File: src/rtl/hazard_fwd_ctrl.sv
// Pipeline control for the IF|DE|MW core: operand/writeback mux selects,
// MW-to-DE forwarding, memory-wait stall with timeout fault, and branch flush.
module hazard_fwd_ctrl #(
  parameter int MEM_TIMEOUT = 16,
  parameter int CNT_W       = 8
) (
  input  logic       clk,
  input  logic       rst_n,
  input  logic       de_valid,
  input  logic [4:0] de_rs1,
  input  logic [4:0] de_rs2,
  input  logic       de_rs1_en,
  input  logic       de_rs2_en,
  input  logic [1:0] de_a_kind,
  input  logic [1:0] de_b_kind,
  input  logic [4:0] de_rd,
  input  logic       de_reg_wr,
  input  logic       de_mem_op,
  input  logic [1:0] de_wb_sel,
  input  logic       de_br_taken,
  input  logic       mem_ready,
  input  logic       fault_clr,
  output logic [1:0] op_a_sel,
  output logic [1:0] op_b_sel,
  output logic       sd_fwd,
  output logic [1:0] wb_sel,
  output logic       rf_we,
  output logic       stall,
  output logic       flush_de,
  output logic       mem_fault
);

  typedef enum logic [1:0] {RUN, MEM_WAIT, FAULT} state_t;

  state_t           state_q, state_d;
  logic [CNT_W-1:0] cnt_q, cnt_d;
  logic             mw_valid_q, mw_valid_d;
  logic [4:0]       mw_rd_q, mw_rd_d;
  logic             mw_reg_wr_q, mw_reg_wr_d;
  logic             mw_mem_op_q, mw_mem_op_d;
  logic [1:0]       mw_wb_sel_q, mw_wb_sel_d;
  logic             mem_fault_q, mem_fault_d;

  logic       hit_a, hit_b, stall_c;
  logic [1:0] a_sel, b_sel;

  always_comb begin
    hit_a = mw_valid_q & mw_reg_wr_q & (mw_rd_q != 5'd0) & de_rs1_en & (de_rs1 == mw_rd_q);
    hit_b = mw_valid_q & mw_reg_wr_q & (mw_rd_q != 5'd0) & de_rs2_en & (de_rs2 == mw_rd_q);

    case (de_a_kind)
      2'b01:   a_sel = 2'b10;
      2'b10:   a_sel = 2'b11;
      default: a_sel = hit_a ? 2'b01 : 2'b00;
    endcase

    case (de_b_kind)
      2'b01, 2'b11: b_sel = 2'b10;
      2'b10:        b_sel = 2'b11;
      default:      b_sel = hit_b ? 2'b01 : 2'b00;
    endcase

    stall_c = ((state_q == RUN) & mw_valid_q & mw_mem_op_q & ~mem_ready)
            | ((state_q == MEM_WAIT) & ~mem_ready)
            | ((state_q == FAULT) & ~fault_clr);

    state_d = state_q;
    cnt_d   = cnt_q;
    case (state_q)
      RUN:
        if (mw_valid_q & mw_mem_op_q & ~mem_ready) begin
          state_d = MEM_WAIT;
          cnt_d   = CNT_W'(1);
        end
      MEM_WAIT:
        if (mem_ready)                             state_d = RUN;
        else if (cnt_q == CNT_W'(MEM_TIMEOUT - 1)) state_d = FAULT;
        else                                       cnt_d   = cnt_q + 1'b1;
      FAULT:
        if (fault_clr) state_d = RUN;
      default: state_d = RUN;
    endcase
    mem_fault_d = (state_d == FAULT);

    // On fault_clr the stall drops, so the faulting entry is overwritten by DE.
    mw_valid_d  = stall_c ? mw_valid_q  : de_valid;
    mw_rd_d     = stall_c ? mw_rd_q     : de_rd;
    mw_reg_wr_d = stall_c ? mw_reg_wr_q : de_reg_wr;
    mw_mem_op_d = stall_c ? mw_mem_op_q : de_mem_op;
    mw_wb_sel_d = stall_c ? mw_wb_sel_q : de_wb_sel;
  end

  always_ff @(posedge clk or negedge rst_n) begin
    if (!rst_n) begin
      state_q     <= RUN;
      cnt_q       <= '0;
      mw_valid_q  <= 1'b0;
      mw_rd_q     <= 5'd0;
      mw_reg_wr_q <= 1'b0;
      mw_mem_op_q <= 1'b0;
      mw_wb_sel_q <= 2'b00;
      mem_fault_q <= 1'b0;
    end else begin
      state_q     <= state_d;
      cnt_q       <= cnt_d;
      mw_valid_q  <= mw_valid_d;
      mw_rd_q     <= mw_rd_d;
      mw_reg_wr_q <= mw_reg_wr_d;
      mw_mem_op_q <= mw_mem_op_d;
      mw_wb_sel_q <= mw_wb_sel_d;
      mem_fault_q <= mem_fault_d;
    end
  end

  // Kind-driven selects and flush follow DE inputs directly; force them low in reset.
  assign op_a_sel  = rst_n ? a_sel : 2'b00;
  assign op_b_sel  = rst_n ? b_sel : 2'b00;
  assign sd_fwd    = rst_n & hit_b & de_mem_op;
  assign wb_sel    = mw_wb_sel_q;
  assign stall     = stall_c;
  assign rf_we     = mw_valid_q & mw_reg_wr_q & ~stall_c & (state_q != FAULT);
  assign flush_de  = rst_n & de_valid & de_br_taken & ~stall_c;
  assign mem_fault = mem_fault_q;

endmodule

File: config.mk
export PLATFORM = sky130hd
export DESIGN_NAME = hazard_fwd_ctrl
export DESIGN_NICKNAME = d
export VERILOG_FILES = /design/src/rtl/hazard_fwd_ctrl.sv
export SDC_FILE = /design/constraint.sdc
export NUM_CORES = 1
export LEC_CHECK = 0
export ABC_AREA = 1
export CORE_ASPECT_RATIO = 0.7
export CORE_MARGIN = 5
export CORE_UTILIZATION = 25
export CTS_CLUSTER_SIZE = 12
export DETAILED_ROUTE_END_ITERATION = 12
export DONT_BUFFER_PORTS = 1
export MAX_ROUTING_LAYER = met4
export PLACE_DENSITY = 0.4
export SLEW_MARGIN = 20
export SYNTH_ARGS = -nofsm -noshare
export SYNTH_HDL_FRONTEND = slang
export SYNTH_SLANG_ARGS = --single-unit
File: constraint.sdc
create_clock -name clk -period 4.3 [get_ports clk]
set_input_delay 1.075 -clock clk [delete_from_list [all_inputs] [get_ports clk]]
set_output_delay 1.075 -clock clk [all_outputs]
set_load 0.05 [all_outputs]
==> metrics.txt <==
initial antenna violation count 0; Yosys reg bits 21; # IOs 42; Iter 0 DRT Violations 57; largest net degree at the start of global routing 27; setup TNS 0 ps; Num Clock Sinks 21; WL/cell 11.5 um; Hold EP mw_reg_wr_q$_DFFE_PN0N_; R2R setup slack 2630 ps; register area 526 um^2; Synth cell types 30; RSZ-0062 raised after global routing no; post-synth top area share 0.401; NumNets Final 234; final worst setup slack 1010 ps; mean post-synth cell area between 6 and 7 um^2; FF-to-FF End wb_sel[0]$_DFFE_PN0N_; grt total ovfl 0; Cells after Synth around 190; Tot GR Track Use 0.101; Initial Util 0.254; I/O Buffers 0; die height 70.6 um; placeable core area 0.00515 mm^2; worst slew pin tran 492 ps; Gates resized, CTS repair 0; vias post-DR 1,104; final slew viol count 0; DRC Markers 0; Worst Setup End Kind primary output; antenna viol nets, final 0; Antenna diodes 0; fin crit period approximately 3300 ps; DP HPWL 2.50 mm; Commonest cells post-synth 69 x nand2_1, 28 x inv_1, 21 x dfrtp_1; launching point of the worst reg2reg path state_q[1]$_DFF_PN0_; num rows 22; hold bufs inserted after CTS 0; full die area 0.00681 mm^2; drt first pass iters 4; Async SR Flop Fraction 1.00; post-layout util 0.289; Synthesized Nets between 200 and 250; VDD IR-drop max 0.122 mV; clock buffer depth 2; WHS 483 ps; Achievable Freq 0.304 GHz; drt via density just over 4; layout cells sized above 1 0.125; WP data arrival 2210 ps; multi-input logic area 644 um^2; TritonCTS clock tree built; part of the Yosys area used for sequential elements 0.401; TritonCTS Buffers 3; Yosys Warn Count 0; status finished, final reports clean; die width 96.5 um; Pwr per Cell Area 380 mW/mm^2; FF-to-FF path depth 10; leakage power 0.794 nW; worst hold path type flop to flop; Worst EP required 3220 ps; Routability Congestion 0.746; most common cell in the synthesized netlist nand2_1; Root Buffer clkbuf_8; Netlist Area Pre-Place between 0.001 and 0.0015 mm^2; Hold Crit Depth 2; post-CTS setup buffers 0; later-pin clock latency in the skew report 260 ps; clock transition at the registers of the reported paths about 80 ps; top fanout value on the critical path 15; first-pass GRT wire length 5.08 mm; worst slack, placed 1010 ps; top_reg_cell synth dfrtp_1; startpoint types input port; period utilization 0.765; Power, Total 0.565 mW; CTS H-Tree Depth 1; Max-Cap Viols 0; leading area contributor after synthesis dfrtp_1; Worst slew margin 0.672; Worst Skew 4.36 ps; number of global-route vias before repair approximately 1,000; Hold Crit Start mw_reg_wr_q$_DFFE_PN0N_; Routed WL ~3.1 mm; synth top area cells dfrtp_1 40%, nand2_1 20%, inv_1 8.0%, nor2_1 5.7%, nand3_1 2.7%; final setup fails 0; Fillers 577; endpoints failing hold 0; EDFF count, synth 0; area grow syn2layout 13.5%; CP Class input port to primary output
## sequential cells by signal, indices dropped and copies added, names as in the netlist
signal / count
mw_valid_q: 1
wb_sel: 2
mw_reg_wr_q: 1
mw_rd_q: 5
cnt_q: 8
state_q: 2
mem_fault: 1
mw_mem_op_q: 1
## routing by layer
metal,part of all wire,vias up,GRT usage
li1,-,606,-
met1,0.55,462,0.153
met2,0.35,32,0.125
met3,0.085,4,0.0329
met4,0.012,0,0.0280
met5,0,-,-
## placed cells by master, fill, tap and decap left out, drive strengths merged, types with 2 or more instances in the layout
cell type / netlist / routed
o22ai: 2 / 2
ha: 2 / 2
or2: 2 / 2
nor2: 24 / 24
xor2: 2 / 2
inv: 32 / 32
dfrtp: 21 / 21
clkbuf: 0 / 3
o21ai: 11 / 11
clkinv: 2 / 2
a21oi: 3 / 3
nand2: 72 / 72
nand4: 4 / 4
nand3: 7 / 7
buf: 2 / 6
## critical path, cell delays in order
cell      delay [ps]
nand3b_1         150
nor2_2           180
nor2_2            60
buf_4            190
inv_2            300
nor3_2            60
buf_4            200
## power breakdown
| part | leakage, nW | internal, mW | switching, mW |
|---|---|---|---|
| clock network | 0.0217 | 0.0655 | 0.0680 |
| logic | 0.505 | 0.0544 | 0.110 |
| registers | 0.267 | 0.227 | 0.0397 |
## cell type report
cell class | instances | area share
inverters | 34 | 0.0892
well taps | 72 | 0.0606
multi-input cells | 135 | 0.434
clock buffers | 3 | 0.0278
clock inverters | 1 | 0.00505
flip-flops and latches | 21 | 0.354
repair buffers | 6 | 0.0303
## how the worst max path moves through the flow
| stage | slack [ps] | end | startpoint |
|---|---|---|---|
| after CTS | 1000 | rf_we | mem_ready |
| final | 1010 | rf_we | mem_ready |
| after floorplan | 520 | rf_we | mem_ready |
| after detailed placement | 1010 | rf_we | mem_ready |
| after global routing | 950 | rf_we | mem_ready |
| after global placement | 1040 | rf_we | mem_ready |
## per-stage QoR
step,instances,instance area (um^2)
global route,272,1490
detailed placement,268,1440
CTS,272,1490
finish,272,1490
global placement,268,1440
floorplan,192,1310
## cells by family (layout without fill, tap and decap cells)
kind of cell | Yosys count | count (layout) | synth area share
XOR/XNOR | 3 | 3 | 0.0201
adder cells (fa/ha/maj) | 2 | 2 | 0.0191
AND/OR/NAND/NOR | 112 | 112 | 0.366
flip-flops | 21 | 21 | 0.401
AO/OA/AOI/OAI | 18 | 18 | 0.0831
buffers and inverters | 36 | 44 | 0.111
Power figures use the tool's default switching activity.
